--- src/rtl/crc8_pkg.sv ---
// Shared CRC-8 (poly 0x07, init 0x00, MSB-first) definitions for the frame RX/TX pair.
package crc8_pkg;

  localparam logic [7:0] CRC8_POLY = 8'h07;
  localparam logic [7:0] CRC8_INIT = 8'h00;

  localparam logic [1:0] ERR_NONE    = 2'b00;
  localparam logic [1:0] ERR_CRC     = 2'b01;
  localparam logic [1:0] ERR_LEN     = 2'b10;
  localparam logic [1:0] ERR_TIMEOUT = 2'b11;

  typedef enum logic [1:0] {
    HUNT,
    LEN,
    PAYLOAD,
    CRC
  } rx_state_e;

  // One whole byte per call; the loop unrolls into the parallel XOR network.
  function automatic logic [7:0] crc8_next(input logic [7:0] crc, input logic [7:0] data);
    logic [7:0] c;
    c = crc ^ data;
    for (int unsigned i = 0; i < 8; i++) begin
      c = {c[6:0], 1'b0} ^ (c[7] ? CRC8_POLY : 8'h00);
    end
    return c;
  endfunction

endpackage

--- src/rtl/crc8_frame_rx.sv ---
// CRC-8 framed byte receiver: SYNC, LEN, payload, CRC; forwards payload, pulses ok/err verdict.
// Optional inter-byte idle abort enabled by defining CRC8_FRAME_RX_TIMEOUT_EN.
module crc8_frame_rx
  import crc8_pkg::*;
#(
  parameter int unsigned MAX_LEN     = 64,
  parameter logic [7:0]  SYNC_BYTE   = 8'hA5,
  parameter int unsigned TIMEOUT_CYC = 1024
) (
  input  logic        clk,
  input  logic        rst,
  input  logic        in_valid,
  input  logic [7:0]  in_data,
  output logic        out_valid,
  output logic [7:0]  out_data,
  output logic        out_last,
  output logic        frame_ok,
  output logic        frame_err,
  output logic [1:0]  err_code,
  output logic        busy,
  output logic [15:0] ok_cnt,
  output logic [15:0] err_cnt
);

  rx_state_e   state_q, state_d;
  logic [7:0]  crc_q, crc_d;
  logic [7:0]  cnt_q, cnt_d;
  logic        out_valid_q, out_valid_d;
  logic [7:0]  out_data_q, out_data_d;
  logic        out_last_q, out_last_d;
  logic        ok_q, ok_d;
  logic        err_q, err_d;
  logic [1:0]  err_code_q, err_code_d;
  logic [15:0] ok_cnt_q, ok_cnt_d;
  logic [15:0] err_cnt_q, err_cnt_d;
  logic        timeout;

`ifdef CRC8_FRAME_RX_TIMEOUT_EN
  localparam int unsigned IDLE_W = $clog2(TIMEOUT_CYC + 1);
  logic [IDLE_W-1:0] idle_q, idle_d;

  always_comb begin
    idle_d  = '0;
    timeout = 1'b0;
    if (state_q != HUNT && !in_valid) begin
      if (idle_q == IDLE_W'(TIMEOUT_CYC - 1)) timeout = 1'b1;
      else                                    idle_d  = idle_q + 1'b1;
    end
  end

  always_ff @(posedge clk or posedge rst) begin
    if (rst) idle_q <= '0;
    else     idle_q <= idle_d;
  end
`else
  logic unused_timeout_cfg;
  assign unused_timeout_cfg = ^TIMEOUT_CYC;
  assign timeout = 1'b0;
`endif

  always_comb begin
    state_d     = state_q;
    crc_d       = crc_q;
    cnt_d       = cnt_q;
    out_valid_d = 1'b0;
    out_data_d  = out_data_q;
    out_last_d  = 1'b0;
    ok_d        = 1'b0;
    err_d       = 1'b0;
    err_code_d  = err_code_q;

    if (timeout) begin
      err_d      = 1'b1;
      err_code_d = ERR_TIMEOUT;
      state_d    = HUNT;
    end else if (in_valid) begin
      unique case (state_q)
        HUNT: begin
          if (in_data == SYNC_BYTE) begin
            state_d = LEN;
            crc_d   = CRC8_INIT;
          end
        end
        LEN: begin
          if (32'(in_data) > MAX_LEN) begin
            err_d      = 1'b1;
            err_code_d = ERR_LEN;
            state_d    = HUNT;
          end else begin
            crc_d   = crc8_next(crc_q, in_data);
            cnt_d   = in_data;
            state_d = (in_data == 8'h00) ? CRC : PAYLOAD;
          end
        end
        PAYLOAD: begin
          crc_d       = crc8_next(crc_q, in_data);
          cnt_d       = cnt_q - 8'd1;
          out_valid_d = 1'b1;
          out_data_d  = in_data;
          out_last_d  = (cnt_q == 8'd1);
          if (cnt_q == 8'd1) state_d = CRC;
        end
        CRC: begin
          if (in_data == crc_q) begin
            ok_d = 1'b1;
          end else begin
            err_d      = 1'b1;
            err_code_d = ERR_CRC;
          end
          state_d = HUNT;
        end
        default: state_d = HUNT;
      endcase
    end

    ok_cnt_d  = (ok_d  && ok_cnt_q  != '1) ? ok_cnt_q  + 16'd1 : ok_cnt_q;
    err_cnt_d = (err_d && err_cnt_q != '1) ? err_cnt_q + 16'd1 : err_cnt_q;
  end

  always_ff @(posedge clk or posedge rst) begin
    if (rst) begin
      state_q     <= HUNT;
      crc_q       <= CRC8_INIT;
      cnt_q       <= '0;
      out_valid_q <= 1'b0;
      out_data_q  <= '0;
      out_last_q  <= 1'b0;
      ok_q        <= 1'b0;
      err_q       <= 1'b0;
      err_code_q  <= ERR_NONE;
      ok_cnt_q    <= '0;
      err_cnt_q   <= '0;
    end else begin
      state_q     <= state_d;
      crc_q       <= crc_d;
      cnt_q       <= cnt_d;
      out_valid_q <= out_valid_d;
      out_data_q  <= out_data_d;
      out_last_q  <= out_last_d;
      ok_q        <= ok_d;
      err_q       <= err_d;
      err_code_q  <= err_code_d;
      ok_cnt_q    <= ok_cnt_d;
      err_cnt_q   <= err_cnt_d;
    end
  end

  assign out_valid = out_valid_q;
  assign out_data  = out_data_q;
  assign out_last  = out_last_q;
  assign frame_ok  = ok_q;
  assign frame_err = err_q;
  assign err_code  = err_code_q;
  assign busy      = (state_q != HUNT);
  assign ok_cnt    = ok_cnt_q;
  assign err_cnt   = err_cnt_q;

endmodule
--- config.mk ---
export PLATFORM = sky130hd
export DESIGN_NAME = crc8_frame_rx
export DESIGN_NICKNAME = d
export VERILOG_FILES = /design/src/rtl/crc8_pkg.sv /design/src/rtl/crc8_frame_rx.sv
export SDC_FILE = /design/constraint.sdc
export NUM_CORES = 1
export LEC_CHECK = 0
export CORE_MARGIN = 4
export CORE_UTILIZATION = 45
export DETAILED_ROUTE_END_ITERATION = 8
export HOLD_SLACK_MARGIN = 0.03
export PLACE_DENSITY = 0.69
export RECOVER_POWER = 25
export SLEW_MARGIN = 25
export SYNTH_ARGS = -nofsm -noshare
export SYNTH_HDL_FRONTEND = slang
export SYNTH_SLANG_ARGS = --single-unit
--- constraint.sdc ---
create_clock -name clk -period 4.9 [get_ports clk]
set_clock_uncertainty 0.05 [all_clocks]
set_input_delay 1.47 -clock clk [delete_from_list [all_inputs] [get_ports clk]]
set_output_delay 1.47 -clock clk [all_outputs]
set_load 0.05 [all_outputs]
==> metrics.md <==
| Metric | Value |
|---|---|
| Routed length per instance | 15.4 um |
| # rows | 31 |
| Final WS setup | 0.804 ns |
| Leading area contributor after synthesis | dfrtp_1 |
| RD Place Congestion | 0.869 |
| Non-filler cells, final | 498 |
| Post-Syn Area | 3410 um^2 |
| GRT overflow | 0 |
| Synth top cells by count | dfrtp_1 (64), xnor2_1 (29), nand2_1 (27) |
| CP arrival | 4.27 ns |
| TritonCTS Buffers | 9 |
| Post-synthesis simple-gate area fraction | 18.8% |
| Hold Path Cell Cnt | 1 |
| Post-synth EDFFs | 0 |
| Power Density | 535 nW/um^2 |
| Yosys reg bits | 64 |
| First-pass GRT wire length | 12.6 mm |
| Slew @ Worst Pin | 1.34 ns |
| Clk pwr share | 20.0% |
| # IOs | 58 |
| Tmin final | 4.10 ns |
| HP Class | register to register |
| Net Sw Frac | 43.5% |
| Die width | 95.0 um |
| Pins Over Slew Limit | 0 |
| ANT cells | 0 |
| Syn Nets | 359 |
| Int Power | 0.00129 W |
| Seq/Total Area, Yosys | 47.0% |
| Asr flop ratio synth | 100% |
| Crit path top cell by count | xnor2_1 |
| Total track usage | 18.0% |
| Fin. Hold Viols | 0 |
| Vias in the first global route | 2543 |
| Routed Antenna Nets | 0 |
| Adder and majority gate portion of the synthesized area | 4.04% |
| Post-CTS sizing | 0 |
| Iteration-0 DRC Markers | 164 |
| VDD IR max | 0.262 mV |
| Combinational share of power | 46.0% |
| LEAKAGE | 1.82 nW |
| CTS tree | built |
| Syn Area/Cell | 10.1 um^2 |
| Largest net degree at the start of global routing | 35 |
| Via count | 2724 |
| Final worst-path cycle share | 83.6% |
| Cell variety after synth | 49 |
| Cells along the critical path | clkdlybuf4s50_1 -> xnor2_1 -> ha_1 -> nand3_1 -> or3_1 -> nor4_2 -> nand4_1 -> xnor2_1 |
| Critical Path Sink Type | register |
| RSZ-0062 raised after global routing | false |
| Initial antenna violation count | 0 |
| Post-route DRC | 0 |
| Core footprint | 7290 um^2 |
| Reg2reg path depth | 7 |
| DIE AREA | 9030 um^2 |
| DP HPWL | 5.49 mm |
| P&R area growth vs syn | 25.2% |
| Setup WS pre-CTS | 0.514 ns |
| Most frequent cell after synthesis | dfrtp_1 |
| Fillcell total | 676 |
| DRT Wirelength | 7.66 mm |
| Starting Density | 46.7% |
| Ys flop type | dfrtp_1 |
| Psw | 0.000993 W |
| Max-cap check violation count | 0 |
| Hold Buf Count CTS | 0 |
| Share of cells above drive strength 1 | 10.0% |
| Mapped Cells | 337 |
| Postcts setup bufs | 0 |
| Slew margin rel. | 10.7% |
| Sequential power share | 34.0% |
| Complex-gate fraction of the synthesized area | 11.0% |
| Max FO, Critical Path | 7 |
| Hold Path Origin | err_cnt[9]$_DFFE_PP0P_ |
| CTS sink cnt | 64 |
| Critical path required time | 5.08 ns |
| Vias/cell | 5.47 |
| CP max stage delay | 0.64 ns |
| FMAX | 244 MHz |
| Synth Warn # | 0 |
| Largest family of logic cells by synthesized area | simple AND/OR/NAND/NOR gates |
| Worst-Skew Late Latency | 0.35 ns |
| Worst R2R Start | crc_q[7]$_DFFE_PP0P_ |
| XOR/XNOR share of the synthesized area | 10.5% |
| Clk root buf | clkbuf_8 |
| Synth area leaders | dfrtp_1 (47%), xnor2_1 (7.5%), mux2_2 (4.6%), ha_1 (4.0%), xor2_1 (3.1%) |
| Placed insts | 482 |
| Fin Setup TNS | 0 ns |
| Worst path slowest cell | nor4_2 |
| Yosys top cell area share | 47.0% |
| CP Class | input pin to register |
| Crit path from | in_data[7] |
| # nets final | 416 |
| Port Buffers | 57 |
| CTS H-Tree Depth | 3 |
| Max clock buf depth | 2 |
| Outcome | finished, final reports clean |
| Die Ht | 95.0 um |
| First drt pass iteration count | 4 |
| Post-synthesis mux area share | 5.25% |
| Clk slew on worst S/H paths | 0.08 ns |
| Crit path launch type | input pin |
| Final setup fails | 0 |
==> per-layer routing <==
metal	track usage [%]	vias up	share of wire, %
li1	-	1315	-
met1	24.1	1332	47
met2	27.8	65	47
met3	3.47	12	4.3
met4	9.01	0	1.8
met5	0	-	0
==> layout by cell type, fill, tap and decap left out, types with 4 or more instances in the layout <==
cell and instances:
a21oi_1 16, a31oi_1 6, and2_1 4, and3_1 9
and4_1 5, clkbuf_8 9, clkdlybuf4s50_1 55, dfrtp_1 64
ha_1 11, inv_1 17, mux2_2 14, nand2_1 27
nand3_1 17, nand4_1 13, nor2_1 20, nor3_1 5
o21ai_0 8, o21ai_1 8, o22a_1 4, or4b_1 4
xnor2_1 29, xor2_1 12
==> power groups by stage <==
stage / combinational [W] / clock, W / sequential [W]
finish: 0.00105 / 0.000458 / 0.000776
global route: 0.00114 / 0.000489 / 0.000798
CTS: 0.00106 / 0.000466 / 0.000775
detailed placement: 0.00105 / 0 / 0.000783
global placement: 0.00103 / 0 / 0.000779
floorplan: 0.000543 / 0 / 0.000998
==> critical path: cells and delay by family <==
| kind | cells | cell delay [ns] |
|---|---|---|
| fa+ha+maj | 1 | 0.23 |
| buf+inv | 1 | 0.56 |
| simple gates | 4 | 1.41 |
| xor+xnor | 2 | 0.59 |
==> through the flow <==
stage               util [%]  instance area, um^2  hold slack, ns  power (W)
detailed placement      55.9                 4070           0.428    0.00183
global placement        55.8                 4070           0.430    0.00181
global route            58.5                 4270           0.470    0.00242
CTS                     58.5                 4270           0.443    0.00230
floorplan                  -                 3410           0.423    0.00154
finish                  58.5                 4270           0.436    0.00228
==> area by class of cell <==
| cell class | instances | area (um^2) | share of cell area, % |
|---|---|---|---|
| well taps | 99 | 124 | 2.90 |
| inverters | 18 | 67.6 | 1.58 |
| clock inverters | 7 | 71.3 | 1.67 |
| clock buffers | 9 | 124 | 2.90 |
| repair buffers | 59 | 583 | 13.7 |
| flip-flops and latches | 64 | 1600 | 37.5 |
| multi-input cells | 242 | 1700 | 39.7 |
==> logic make-up (layout without fill, tap and decap cells) <==
| kind of cell | Yosys count | count (layout) |
|---|---|---|
| AO/OA/AOI/OAI | 57 | 57 |
| AND/OR/NAND/NOR | 117 | 117 |
| XOR/XNOR | 41 | 41 |
| buffers and inverters | 31 | 93 |
| adder cells (fa/ha/maj) | 11 | 11 |
| multiplexers | 16 | 16 |
| flip-flops | 64 | 64 |
==> worst paths after layout <==
path	end	slack [ns]
max reg2reg	ok_cnt[15]$_DFFE_PP0P_	2.17
min reg2reg	err_cnt[9]$_DFFE_PP0P_	0.44
max in group asynchronous	ok_cnt[3]$_DFFE_PP0P_	1.48
max	ok_cnt[15]$_DFFE_PP0P_	0.80
min in group asynchronous	err_cnt[1]$_DFFE_PP0P_	1.88
min	err_cnt[9]$_DFFE_PP0P_	0.44
==> state kept, by name, summed over array words and instances (netlist names), named ones only <==
| name | flops |
|---|---|
| frame_err | 1 |
| out_last | 1 |
| err_code | 2 |
| state_q | 1 |
| out_valid | 1 |
| err_cnt | 16 |
| out_data | 8 |
| frame_ok | 1 |
| crc_q | 8 |
| cnt_q | 8 |
| ok_cnt | 16 |
Note: power is estimated with default switching activity, not from simulation.
